==> src/rtl/button_pkg.sv <==
// -----------------------------------------------------------------------------
// button_pkg
// Definitions shared by the button conditioning block: the debounce FSM state
// encoding, the default debounce length and a constant clog2 helper used to size
// each channel's debounce counter.
// -----------------------------------------------------------------------------
package button_pkg;

    // Default debounce length in clk samples (about 2.5 ms at 100 MHz).
    localparam int unsigned DB_CYCLES_DEFAULT = 250000;
    localparam int unsigned NUM_BTN_DEFAULT   = 3;

    // Per-channel debounce FSM states.
    typedef enum logic [1:0] {
        ST_STABLE_LO = 2'd0,
        ST_WAIT_HI   = 2'd1,
        ST_STABLE_HI = 2'd2,
        ST_WAIT_LO   = 2'd3
    } state_e;

    // Ceiling log2. A counter of f_clog2(n) bits can hold every value 0..n-1.
    function automatic int unsigned f_clog2(input int unsigned value);
        int unsigned result;
        int unsigned rem;
        result = 0;
        rem    = value - 1;
        while (rem > 0) begin
            result = result + 1;
            rem    = rem >> 1;
        end
        return result;
    endfunction

endpackage

==> src/rtl/debounce_channel.sv <==
// -----------------------------------------------------------------------------
// debounce_channel
// One button channel: a 2-FF synchroniser followed by a 4-state debounce FSM
// with a saturating counter and a press-toggled state bit.
//
// Ports:
//   i_clk     system clock, rising edge
//   i_reset   synchronous active-high reset
//   i_raw     raw asynchronous button input
//   o_level   debounced level
//   o_rise    1-cycle pulse when o_level goes 0->1
//   o_fall    1-cycle pulse when o_level goes 1->0
//   o_toggle  flips on every accepted press
// -----------------------------------------------------------------------------
module debounce_channel
    import button_pkg::*;
#(
    parameter int unsigned DB_CYCLES = DB_CYCLES_DEFAULT
) (
    input  logic i_clk,
    input  logic i_reset,
    input  logic i_raw,
    output logic o_level,
    output logic o_rise,
    output logic o_fall,
    output logic o_toggle
);

    localparam int unsigned     CNT_W   = f_clog2(DB_CYCLES);
    localparam logic [CNT_W-1:0] CNT_MAX = CNT_W'(DB_CYCLES - 1);

    logic             r_sync1;
    logic             r_sync2;
    state_e           r_state;
    logic [CNT_W-1:0] r_cnt;
    logic             r_level;
    logic             r_rise;
    logic             r_fall;
    logic             r_toggle;

    logic             w_sample;
    logic             w_cnt_done;

    assign w_sample   = r_sync2;
    assign w_cnt_done = (r_cnt == CNT_MAX);

    // Two-flop synchroniser; only r_sync2 is allowed to reach the FSM.
    always_ff @(posedge i_clk) begin
        if (i_reset) begin
            r_sync1 <= 1'b0;
            r_sync2 <= 1'b0;
        end else begin
            r_sync1 <= i_raw;
            r_sync2 <= r_sync1;
        end
    end

    // Debounce FSM. A change is accepted once the synchronised sample has held
    // the new value on the entry sample plus DB_CYCLES further samples.
    always_ff @(posedge i_clk) begin
        if (i_reset) begin
            r_state  <= ST_STABLE_LO;
            r_cnt    <= '0;
            r_level  <= 1'b0;
            r_rise   <= 1'b0;
            r_fall   <= 1'b0;
            r_toggle <= 1'b0;
        end else begin
            // Edge pulses last exactly one cycle unless re-asserted below.
            r_rise <= 1'b0;
            r_fall <= 1'b0;
            unique case (r_state)
                ST_STABLE_LO: begin
                    if (w_sample) begin
                        r_state <= ST_WAIT_HI;
                        r_cnt   <= '0;
                    end
                end
                ST_WAIT_HI: begin
                    if (!w_sample) begin
                        // Glitch: drop back silently.
                        r_state <= ST_STABLE_LO;
                        r_cnt   <= '0;
                    end else if (w_cnt_done) begin
                        r_state  <= ST_STABLE_HI;
                        r_cnt    <= '0;
                        r_level  <= 1'b1;
                        r_rise   <= 1'b1;
                        r_toggle <= ~r_toggle;
                    end else begin
                        r_cnt <= r_cnt + CNT_W'(1);
                    end
                end
                ST_STABLE_HI: begin
                    if (!w_sample) begin
                        r_state <= ST_WAIT_LO;
                        r_cnt   <= '0;
                    end
                end
                ST_WAIT_LO: begin
                    if (w_sample) begin
                        r_state <= ST_STABLE_HI;
                        r_cnt   <= '0;
                    end else if (w_cnt_done) begin
                        r_state <= ST_STABLE_LO;
                        r_cnt   <= '0;
                        r_level <= 1'b0;
                        r_fall  <= 1'b1;
                    end else begin
                        r_cnt <= r_cnt + CNT_W'(1);
                    end
                end
                default: begin
                    r_state <= ST_STABLE_LO;
                    r_cnt   <= '0;
                end
            endcase
        end
    end

    assign o_level  = r_level;
    assign o_rise   = r_rise;
    assign o_fall   = r_fall;
    assign o_toggle = r_toggle;

endmodule

==> src/rtl/button_conditioner.sv <==
// -----------------------------------------------------------------------------
// button_conditioner
// Input stage for the rotating-LED design: synchronises and debounces each raw
// board button and provides a clean level, rise/fall pulses and a toggle state
// per channel. Channels are fully independent; all outputs are registered.
//
// Ports:
//   i_clk         system clock, rising edge
//   i_reset       synchronous active-high reset
//   i_btn_raw     raw asynchronous buttons, bit i = channel i
//   o_btn_level   debounced level per channel
//   o_btn_rise    1-cycle pulse per channel on accepted press
//   o_btn_fall    1-cycle pulse per channel on accepted release
//   o_btn_toggle  per-channel state flipped on every accepted press
// -----------------------------------------------------------------------------
module button_conditioner
    import button_pkg::*;
#(
    parameter int unsigned NUM_BTN   = NUM_BTN_DEFAULT,
    parameter int unsigned DB_CYCLES = DB_CYCLES_DEFAULT
) (
    input  logic               i_clk,
    input  logic               i_reset,
    input  logic [NUM_BTN-1:0] i_btn_raw,
    output logic [NUM_BTN-1:0] o_btn_level,
    output logic [NUM_BTN-1:0] o_btn_rise,
    output logic [NUM_BTN-1:0] o_btn_fall,
    output logic [NUM_BTN-1:0] o_btn_toggle
);

    for (genvar g = 0; g < NUM_BTN; g++) begin : g_chan
        debounce_channel #(
            .DB_CYCLES (DB_CYCLES)
        ) u_chan (
            .i_clk    (i_clk),
            .i_reset  (i_reset),
            .i_raw    (i_btn_raw[g]),
            .o_level  (o_btn_level[g]),
            .o_rise   (o_btn_rise[g]),
            .o_fall   (o_btn_fall[g]),
            .o_toggle (o_btn_toggle[g])
        );
    end

endmodule

==> config.mk <==
export PLATFORM = sky130hd
export DESIGN_NAME = button_conditioner
export DESIGN_NICKNAME = d
export VERILOG_FILES = /design/src/rtl/button_pkg.sv /design/src/rtl/debounce_channel.sv /design/src/rtl/button_conditioner.sv
export SDC_FILE = /design/constraint.sdc
export NUM_CORES = 1
export LEC_CHECK = 0
export CAP_MARGIN = 10
export CORE_MARGIN = 3
export CORE_UTILIZATION = 50
export CTS_BUF_LIST = sky130_fd_sc_hd__clkbuf_4 sky130_fd_sc_hd__clkbuf_8
export DETAILED_ROUTE_END_ITERATION = 10
export PLACE_DENSITY = 0.81
export SLEW_MARGIN = 25
export SYNTH_ARGS = -nofsm -noshare
export SYNTH_HDL_FRONTEND = slang
export SYNTH_SLANG_ARGS = --single-unit
==> constraint.sdc <==
create_clock -name i_clk -period 1.9 [get_ports i_clk]
set_clock_uncertainty 0.1 [all_clocks]
set_input_delay 0.38 -clock i_clk [delete_from_list [all_inputs] [get_ports i_clk]]
set_output_delay 0.38 -clock i_clk [all_outputs]
set_load 0.005 [all_outputs]
* After elaboration in Yosys (flattened, before gate mapping) *
Cells that the tools add are included.

cells by class
  $add $sub $neg = 3
  eq/ne operators = 36
  mux-type cells = 57
  bitwise gates (word level) = 12
  reductions and logical operators = 24

operator list
  cell                     number
  $mux W18                 15
  $pmux W18 S4             3
  $add A18 B1 Y18 const B  3
  $eq A18 B18 Y1 const B   3
  $mux W2                  18
  $ne A2 B1 Y1 const B     12
  $pmux W2 S4              3
  $reduce_or A3 Y1         6
  $mux W1                  15
  $reduce_and A5 Y1        3
  $eq A2 B2 Y1 const B     6
  $ne A2 B2 Y1 const B     6
  $not A1 Y1               12
  $reduce_and A4 Y1        3
  $ne A3 B1 Y1 const B     3
  $ne A3 B3 Y1 const B     3
  $reduce_and A3 Y1        3
  $eq A2 B1 Y1 const B     3
  $logic_not A2 Y1         3
  $pmux W1 S2              3
  $reduce_and A2 Y1        3
  $reduce_bool A2 Y1       3

word-level totals
  register bits after elaboration = 78
  input bits = 5
  output and inout bits = 12
  word-level logic and storage cells = 156

* Depth between registers and ports, before layout *
Gate-level depths: netlist (run 1).

  word-level depth = 4
  depth in mapped cells = 8
  mapped depth without buffers = 6

* Cells and area by module *
From an unflattened synthesis (run 1), not the netlist that was laid out.

unflattened totals
  cell total of the unflattened synthesis = 430
  area, all modules = 3749.8 um2

modules (own cells, without submodules)
  module                                   times used  cells each  area an instance (um2)  seq. area each (um2)
  debounce_channel (g_chan[0].u_chan ...)  2           143         1237.4                  520.5
  debounce_channel (g_chan[2].u_chan)      1           144         1275.0                  520.5

* Worst setup path before layout (run 1) *
OpenSTA, ideal clock, no wires.

  path type = register to register
  start point = reg g_chan[0].u_chan.r_cnt[5]
  end point = reg g_chan[0].u_chan.r_cnt[14]
  library setup time = 0.117 ns
  data arrival time = 1.672 ns
  required time = 1.683 ns
  slack = 0.011 ns
  stages on the path, launching flop included = 7
  buffers on the path = 1
  cells stage by stage = dfxtp_1 -> or4b_4 -> nor3_4 -> a211oi_2 -> buf_6 -> a21o_1 -> a22o_1

on the way
  longest elaborated chain between the ends = 4

ends and longest elaborated chain
  item                                               RTL line                                                                 source
  start, declared                                    debounce_channel.sv:35                                                   logic [CNT_W-1:0] r_cnt;
  start signal, assigned                             debounce_channel.sv:91                                                   r_cnt <= r_cnt + CNT_W'(1);
  start signal, assigned                             debounce_channel.sv:110                                                  r_cnt <= r_cnt + CNT_W'(1);
  $add A18 B1 Y18 or $eq A18 B18 Y1 (tied branches)  debounce_channel.sv:91, debounce_channel.sv:110, debounce_channel.sv:45
  $mux W18 (*)                                       debounce_channel.sv:84, debounce_channel.sv:104
  $mux W18, on equally long branches                 debounce_channel.sv:101, debounce_channel.sv:80
  $pmux W18 S4 (*)                                   debounce_channel.sv:72                                                   unique case (r_state)

Mark *: on every way between the ends. The rest lies on a longest branch, timed or not.
A chain may end at the register's enable or synchronous reset.

* Final worst setup path (run 1) *
  start point = reg g_chan[0].u_chan.r_cnt[10]
  end point = reg g_chan[0].u_chan.r_cnt[14]

Same word-level chain as after synthesis.

==> out/metrics.yaml, run 1 <==
logic_synthesis:
  synth_xor_area_share_pct: 3.250
  synth_edf_count: 0
  yosys.area_share.simple_pct: 28.29
  synth_seq_cells: 78
  synth_nets: 442
  synth_cell_types: 50
  ys_async_sr_fraction_pct: 0
  yosys-top-cells-count: "dfxtp_1 (78), nand2_1 (38), nor2_1 (29)"
  synth-main-ff-cell: "dfxtp_1"
  synth-adder-area-share_pct: 0.9950
  yosysTopAreaCell: "dfxtp_1"
  synthMuxAreaShare_pct: 2.421
  syn_avg_cell_area_um2: 8.692
  yosys-top-cells-area: "dfxtp_1 (41%), a31oi_1 (4.5%), nand2_1 (3.8%)"
  yosys.cell_count.top_type: "dfxtp_1"
  seq_area_frac_synth_pct: 41.39
  synth_top_family_by_area: "simple AND/OR/NAND/NOR gates"
  syn_inst: 434
  synth_top_area_share_pct: 41.39
  yosysWarnings: 0
  syn_area_um2: 3772
  synth_compound_area_share_pct: 18.34
worst_setup_path:
  rr_startpoint: "g_chan[0].u_chan.r_cnt[10]"
  start_kind: "flip-flop"
  cp_data_arrival_time_ns: 2.12
  required_ns: 2.05
  critPathMaxFanout: 5
  path_class: "reg -> reg"
  slowest_delay_ns: 0.56
  rrSetupSlack_ns: -0.06
  crit_chain: "or4b_4 -> nor3_4 -> a211oi_4 -> buf_6 -> a21o_1 -> a22o_1"
  crit_slowest_cell: "or4b_4"
  rr_worst_depth: 6
  cp-end-kind: "flip-flop"
  reg2reg_to: "g_chan[0].u_chan.r_cnt[14]"
sta:
  period_share_pct: 103.4
  setup_viol: 8
  fin_setup_tns_ns: -0.3684
  hold_viol_final: 0
  rsz0062_at_grt: "true"
  slew_viol_final: 0
  fin_crit_ns: 1.964
  whs_ns: 0.3574
  timing.fmax_mhz: 509.2
  setup_slack_ns: -0.06386
  worst_pin_slew_ns: 0.8039
  slew_headroom_pct: 45.99
floorplan:
  start_util_pct: 51.73
  die_w_um: 92.86
  die-area_um2: 8623
  rows: 31
  core_um2: 7292
  io_pins: 17
  die_h_um: 92.86
final_layout:
  area_growth_pct: 27.30
  layout-drive-gt1-share_pct: 24.80
  num_antenna_cells: 0
  fin_cells: 603
  final_nets: 507
  fillCellCount: 561
route:
  first_pass_iters: 5
  drc: 0
  wl_per_cell_um: 15.02
  route.vias.total: 3540
  ant_nets: 0
  drt-vias-per-instance: 5.871
  drtIter0Drc: 282
  totalWireLength_um: 9055
global_route:
  grt_pass1_vias: 3362
  grt_antenna_before_repair: 0
  grt_pass1_wl_um: 14770
  gr-usage-all-layers_pct: 20.90
  grt_max_degree: 24
  grt-ovfl-total: 0
min_path:
  hp-start: "g_chan[2].u_chan.r_sync1"
  holdPathEnd: "g_chan[2].u_chan.r_sync2"
  hold_path_depth: 1
  hp-class: "reg -> reg"
clocking:
  ctsRootBufferMaster: "clkbuf_8"
  cts.sinks: 78
  cts_tree: "yes"
  path_clk_slew_ns: 0.09
  ctsHoldBuffers: 0
  clk_path_buf_depth: 2
  clk_latency_ns: 0.35
  cts_buffers: 9
  cts_max_level: 3
power_and_ir_drop:
  irDropWorstVdd_mv: 0.6807
  powerDensity_nw_per_um2: 667.9
  total_power_mw: 3.207
  p_leak_nw: 1.853
placed_design:
  dp_cells: 580
  place.gp.congestion: 0.8966
  pre_cts_ws_ns: -0.1554
  dp.final_hpwl_um: 6040
  io_buffers: 16
status:
  status: "complete, but fails checks"
  violations: "negative setup slack"
flow_run:
  maxCapViolations: 0
final cells by class:
cell class | count | area [µm²] | area share [%]
multi-input combinational | 322 | 2175 | 45.28
sequential | 78 | 1573 | 32.75
timing repair buffer | 82 | 676.9 | 14.10
clock buffer | 10 | 137.6 | 2.866
tap | 99 | 123.9 | 2.579
clock inverter | 6 | 93.84 | 1.954
inverter | 6 | 22.52 | 0.4690
power by group:
group / total [mW] / internal, mW / switching [mW]
Combinational: 0.129 / 0.0599 / 0.0693
Clock: 1.42 / 0.784 / 0.634
Sequential: 1.66 / 1.65 / 0.0127
Total: 3.21 / 2.49 / 0.716
placed cells by master (no fill, tap or decap), types with 3 or more instances in the layout:
cell and n:
nor2_1 26, dfxtp_2 9, buf_4 61, a22o_1 13, nand4_1 11, inv_1 6
and2_1 8, nor2b_1 7, clkbuf_8 10, mux2i_1 8, and4_1 5, and3_1 11
nand2_1 38, nor3_1 10, nand2b_1 9, o21ai_0 13, xor2_2 3, a21o_1 9
and3b_1 4, dfxtp_1 69, or3_1 5, clkdlybuf4s50_1 16, a22oi_1 4, xnor2_1 9
a21oi_2 3, nor4_1 5, a21oi_1 22, buf_6 3, a31oi_1 26, nand3_1 25
nor4b_2 3
worst max-delay path, delay by kind of cell, from the launching register on:
kind,cells,cell delay [ns]
simple gates,2,0.81
buf+inv,1,0.16
compound gates,3,0.48
flops,1,0.33
layer usage:
| metal | wire [µm] | track usage, % | vias up |
|---|---|---|---|
| met5 | 0 | 0 | - |
| met4 | 130 | 7.937 | 0 |
| met3 | 424 | 5.768 | 17 |
| met2 | 4686 | 37.19 | 106 |
| met1 | 3813 | 23.59 | 1691 |
| li1 | - | - | 1726 |
sequential cells by signal, indices dropped and copies added (netlist names), named ones only:
signal,flops
g_chan.u_chan.r_cnt,54
g_chan.u_chan.o_fall,3
g_chan.u_chan.o_level,3
g_chan.u_chan.o_rise,3
g_chan.u_chan.o_toggle,3
g_chan.u_chan.r_state,3
g_chan.u_chan.r_sync1,3
g_chan.u_chan.r_sync2,3
per-stage QoR:
stage | cell area (µm²) | utilization, %
after floorplan | 3772 | -
after global placement | 4334 | 59.44
after detailed placement | 4334 | 59.44
after CTS | 4628 | 63.47
after global routing | 4802 | 65.85
final | 4802 | 65.85
logic make-up after synthesis:
kind of cell / after synthesis
DFF: 78
muxes: 9
adders and majority gates: 3
xor gates and xnor gates: 14
AOI/OAI and AO/OA: 105
and+or+nand+nor: 191
buffers and inverters: 34
worst max path at each step:
stage,slack (ns),cells after the start,to,from
finish,-0.06,6,g_chan[0].u_chan.r_cnt[14],g_chan[0].u_chan.r_cnt[10]
global route,-0.11,6,g_chan[0].u_chan.r_cnt[14],g_chan[0].u_chan.r_cnt[10]
CTS,-0.05,6,g_chan[0].u_chan.r_cnt[6],g_chan[0].u_chan.r_cnt[11]
detailed placement,-0.16,6,g_chan[0].u_chan.r_cnt[17],i_reset
global placement,-0.06,5,g_chan[2].u_chan.r_cnt[7],i_reset
floorplan,0.01,6,g_chan[0].u_chan.r_cnt[14],g_chan[0].u_chan.r_cnt[5]
repair_timing:
action                                  4_1_cts  5_1_grt
cloned                                        1        0
endpoints found under the setup margin        5       43
pin swaps                                     5       14
setup buffers                                 3        3
resized for setup                            10       35
Note: power is estimated with default switching activity, not from simulation.
==> run 2, diff against run 1 <==
==> constraint.sdc (replaced) <==
create_clock -name i_clk -period 1.9 [get_ports i_clk]
set_clock_uncertainty 0.1 [all_clocks]
set_input_delay 0.285 -clock i_clk [delete_from_list [all_inputs] [get_ports i_clk]]
set_output_delay 0.285 -clock i_clk [all_outputs]
set_load 0.005 [all_outputs]
==> out/metrics.yaml, run 2 (synthesis results as in run 1) <==
clocking:
  clk_path_buf_depth: 2
  clk_latency_ns: 0.35
  cts_max_level: 3
  ctsRootBufferMaster: "clkbuf_8"
  cts.sinks: 78
  cts_buffers: 9
  path_clk_slew_ns: 0.08
  cts_tree: "yes"
final_layout:
  final_util_pct: 65.92
  final_nets: 505
  final_common_cell: "dfxtp_1"
  largest_register: "g_chan.u_chan.r_cnt"
  largest_register_ffs: 54
  num_antenna_cells: 0
  fin_area_um2: 4807
  layout-drive-gt1-share_pct: 24.90
  mostFrequentLayoutCells: "dfxtp_1 (72), buf_4 (55), nand2_1 (38)"
  area_growth_pct: 27.43
flow_run:
  maxCapViolations: 0
floorplan:
  core_um2: 7292
  io_pins: 17
  die_h_um: 92.86
  rows: 31
  start_util_pct: 51.73
  die-area_um2: 8623
  die_w_um: 92.86
sta:
  slew_viol_final: 0
  worst_pin_slew_ns: 0.8719
  fin_setup_tns_ns: 0
  fin_crit_ns: 1.899
  hold_viol_final: 0
  timing.fmax_mhz: 526.7
  rsz0062_at_grt: "true"
  period_share_pct: 99.92
  slew_headroom_pct: 41.43
  setup_viol: 0
  whs_ns: 0.3516
power_and_ir_drop:
  powerDensity_nw_per_um2: 633.4
  p_leak_nw: 1.823
  netSwitchingFraction_pct: 23.03
  switchingPower_uw: 701.2
  seqPwrFrac_pct: 54.5
  irDropWorstVdd_mv: 0.4116
  p_int_mw: 2.344
  combPwrFrac_pct: 4.2
  pwr-share-clk_pct: 41.3
worst_setup_path:
  worst-path-buf-inv: 1
  slowest_delay_ns: 0.57
  start_kind: "flip-flop"
  crit_chain: "or4b_4 -> nor3_4 -> a211oi_2 -> buf_6 -> a21o_1 -> a22o_1"
  crit_slowest_cell: "or4b_4"
  cp_data_arrival_time_ns: 2.05
  required_ns: 2.05
  cp_top_family: "simple AND/OR/NAND/NOR gates"
  critPathMaxFanout: 7
  cp-end-kind: "flip-flop"
  path_class: "reg -> reg"
route:
  totalWireLength_um: 8791
  drtIter0Drc: 219
  first_pass_iters: 5
  wl_per_cell_um: 14.63
  drc: 0
  ant_nets: 0
  drt-vias-per-instance: 5.854
  route.vias.total: 3518
min_path:
  hp-class: "reg -> reg"
global_route:
  grt_antenna_before_repair: 0
  grt_pass1_wl_um: 14720
  grt_pass1_vias: 3320
  grt-ovfl-total: 0
  gr-usage-all-layers_pct: 20.77
  grt_max_degree: 24
placed_design:
  dp.final_hpwl_um: 5917
  io_buffers: 16
  place.gp.congestion: 0.8621
  place_area_um2: 4347
status:
  status: "finished, final reports clean"
run 2: cell count changes in the layout (fill, tap and decap cells not counted), moves of 2 or more:
cell / previous run / this run
buf_4: 61 / 55
buf_6: 3 / 6
clkinv_2: 0 / 3
dfxtp_1: 69 / 72
dfxtp_2: 9 / 6
nand3_2: 0 / 3
nand3_4: 2 / 0
nor2_2: 1 / 3
nor2_4: 2 / 0
run 2: per-stage QoR:
step / setup WS [ns] / cells / power (mW)
global route: -0.04737 / 601 / 3.134
global placement: -0.0007512 / 580 / 1.816
finish: 0.001498 / 601 / 3.045
detailed placement: -0.06866 / 580 / 1.820
floorplan: 0.01131 / 434 / 1.774
CTS: 0.001404 / 597 / 3.062
run 2: final timing paths:
check / endpoint / cells past startpoint / startpoint / slack, ns
worst min register to register: g_chan[2].u_chan.r_sync2 / 1 / g_chan[2].u_chan.r_sync1 / 0.35
worst max register to register: g_chan[0].u_chan.r_cnt[14] / 6 / g_chan[0].u_chan.r_cnt[10] / 0.001
worst min-delay path: g_chan[2].u_chan.r_sync2 / 1 / g_chan[2].u_chan.r_sync1 / 0.35
worst max-delay path: g_chan[0].u_chan.r_cnt[14] / 6 / g_chan[0].u_chan.r_cnt[10] / 0.001
run 2: layout make-up:
cell class                 count  area [µm²]
tap                           99       123.9
timing repair buffer          80       705.7
inverter                       6       22.52
multi-input combinational    322        2187
clock inverter                 6       61.31
clock buffer                  10       137.6
sequential                    78        1569
fill                         573        2485
run 2: routing by layer:
layer  GRT usage [%]  part of all wire, %  vias up
met1           25.39                   44     1671
li1                -                    -     1723
met5               0                    0        -
met4           6.471                  1.2        0
met3           6.011                  4.4       15
met2           35.15                   51      109
run 2: power by group through the flow:
stage	combinational (mW)	clock, mW	sequential [mW]
final	0.128	1.26	1.66
after global routing	0.140	1.33	1.66
after CTS	0.126	1.28	1.66
after detailed placement	0.124	0	1.70
after global placement	0.120	0	1.70
after floorplan	0.0803	0	1.69
run 2: timing repair:
action | 4_1_cts | 5_1_grt
hold buffers | 0 | 0
setup buffers | 0 | 3
pin swaps | 4 | 14
gates resized for setup | 6 | 42
gates cloned | 1 | 1
endpoints found under the setup margin | 13 | 39
==> run 3, diff against run 2 <==
--- a/config.mk
+++ b/config.mk
@@ -10,7 +10,7 @@
 export CORE_UTILIZATION = 50
 export CTS_BUF_LIST = sky130_fd_sc_hd__clkbuf_4 sky130_fd_sc_hd__clkbuf_8
 export DETAILED_ROUTE_END_ITERATION = 10
-export PLACE_DENSITY = 0.81
+export PLACE_DENSITY = 0.71
 export SLEW_MARGIN = 25
 export SYNTH_ARGS = -nofsm -noshare
 export SYNTH_HDL_FRONTEND = slang
==> out/metrics.yaml, run 3 (synthesis results as in run 1) <==
final_layout:
  final_util_pct: 65.22
  area_growth_pct: 26.07
  fillCellCount: 602
  final_common_cell: "dfxtp_1"
  mostFrequentLayoutCells: "dfxtp_1 (73), buf_4 (64), nand2_1 (38)"
  largest_register: "g_chan.u_chan.r_cnt"
  largest_register_ffs: 54
  layout-drive-gt1-share_pct: 23.56
  final_nets: 508
  num_antenna_cells: 0
power_and_ir_drop:
  powerDensity_nw_per_um2: 689.1
  p_leak_nw: 1.855
  seqPwrFrac_pct: 50.6
  p_int_mw: 2.591
  switchingPower_uw: 686.1
  pwr-share-clk_pct: 45.5
  total_power_mw: 3.277
  irDropWorstVdd_mv: 0.4757
  netSwitchingFraction_pct: 20.94
  combPwrFrac_pct: 3.9
clocking:
  clk_latency_ns: 0.35
  cts_tree: "yes"
  clk_path_buf_depth: 2
  cts_max_level: 3
  path_clk_slew_ns: 0.08
  ctsRootBufferMaster: "clkbuf_8"
  cts_buffers: 9
  cts.sinks: 78
worst_setup_path:
  reg2reg_to: "g_chan[0].u_chan.r_cnt[14]"
  rr_worst_depth: 6
  path_class: "reg -> reg"
  start_kind: "flip-flop"
  rr_startpoint: "g_chan[0].u_chan.r_cnt[8]"
  rrSetupSlack_ns: -0.004
  cp_data_arrival_time_ns: 2.05
  cp-end-kind: "flip-flop"
  crit_path_start: "g_chan[0].u_chan.r_cnt[8]"
  critPathMaxFanout: 14
  required_ns: 2.04
route:
  first_pass_iters: 5
  drc: 0
  ant_nets: 0
  route.vias.total: 3383
  drtIter0Drc: 139
  totalWireLength_um: 8479
  drt-vias-per-instance: 5.601
  wl_per_cell_um: 14.04
sta:
  hold_viol_final: 0
  slew_viol_final: 0
  setup_viol: 1
  setup_slack_ns: -0.004111
  fin_crit_ns: 1.904
  fin_setup_tns_ns: -0.004111
  worst_pin_slew_ns: 0.3925
  rsz0062_at_grt: "true"
  period_share_pct: 100.2
  slew_headroom_pct: 73.74
  timing.fmax_mhz: 525.2
flow_run:
  maxCapViolations: 0
floorplan:
  rows: 31
  start_util_pct: 51.73
  io_pins: 17
  die_h_um: 92.86
  core_um2: 7292
  die-area_um2: 8623
  die_w_um: 92.86
placed_design:
  place.gp.congestion: 0.8929
  io_buffers: 16
  dp.final_hpwl_um: 5829
min_path:
  hold_path_depth: 1
  hp-start: "g_chan[2].u_chan.r_sync1"
  hp-class: "reg -> reg"
  holdPathEnd: "g_chan[2].u_chan.r_sync2"
global_route:
  grt-ovfl-total: 0
  grt_max_degree: 21
  grt_pass1_wl_um: 14010
  gr-usage-all-layers_pct: 19.88
  grt_pass1_vias: 3109
  grt_antenna_before_repair: 0
status:
  violations: "negative setup slack"
  status: "complete, but fails checks"
-- run 3: changes by cell type in the layout (fill, tap and decap cells not counted), moves of 2 or more --
cell,delta
bufinv_16,+2
clkinv_2,-2
a21oi_1,+2
buf_4,+9
xor2_1,+3
ha_2,+2
xor2_2,-3
nor3_1,+2
buf_6,-4
-- run 3: metrics by stage --
stage | setup WS [ns] | cell area (µm²) | hold WS, ns | cells
after floorplan | 0.01131 | 3772 | 0.3132 | 434
after detailed placement | -0.02471 | 4357 | 0.3256 | 583
after global routing | -0.06063 | 4756 | 0.3668 | 604
final | -0.004111 | 4756 | 0.3417 | 604
after CTS | 0.0007052 | 4606 | 0.3447 | 599
after global placement | -0.01017 | 4357 | 0.3217 | 583
-- run 3: layout make-up --
type / instances / area [µm²] / share of cell area [%]
clock buffer: 10 / 131.4 / 2.762
clock inverter: 6 / 110.1 / 2.315
inverter: 6 / 22.52 / 0.4736
multi-input combinational: 322 / 2117 / 44.51
sequential: 78 / 1568 / 32.96
tap: 99 / 123.9 / 2.605
timing repair buffer: 83 / 683.2 / 14.36
-- run 3: critical path, cell delays in order (launching register included) --
cell and delay (ns):
dfxtp_2 0.32, or4b_4 0.54, nor3_4 0.20, a211oi_2 0.10, buf_6 0.16, a21o_1 0.15
a22o_1 0.22
-- run 3: worst max path at each step --
stage	to	slack, ns	cells past startpoint
after floorplan	g_chan[0].u_chan.r_cnt[14]	0.01	6
after global placement	g_chan[0].u_chan.r_cnt[14]	-0.01	6
after detailed placement	g_chan[1].u_chan.o_toggle	-0.02	6
after CTS	g_chan[1].u_chan.o_toggle	0.0007	5
after global routing	g_chan[0].u_chan.r_cnt[14]	-0.06	6
final	g_chan[0].u_chan.r_cnt[14]	-0.004	6
-- run 3: power groups by stage --
stage,Sequential (mW),Combinational [mW],Clock [mW]
after floorplan,1.69,0.0803,0
after global placement,1.70,0.123,0
after detailed placement,1.70,0.125,0
after CTS,1.66,0.126,1.52
after global routing,1.66,0.140,1.59
final,1.66,0.126,1.49
-- run 3: what timing repair did --
item,in CTS,in global routing
buffers inserted,0,5
endpoints found under the hold margin,0,0
setup endpoints to repair,7,29
resized for setup,3,28
hold buffers,0,0
pin swaps,0,9
-- run 3: per-layer routing --
| layer | vias to the layer above | GRT usage (%) | share of wire [%] |
|---|---|---|---|
| met5 | - | 0 | 0 |
| met4 | 0 | 6.960 | 1.3 |
| met3 | 11 | 5.605 | 3.8 |
| met2 | 61 | 32.03 | 48 |
| met1 | 1585 | 25.43 | 47 |
| li1 | 1726 | - | - |
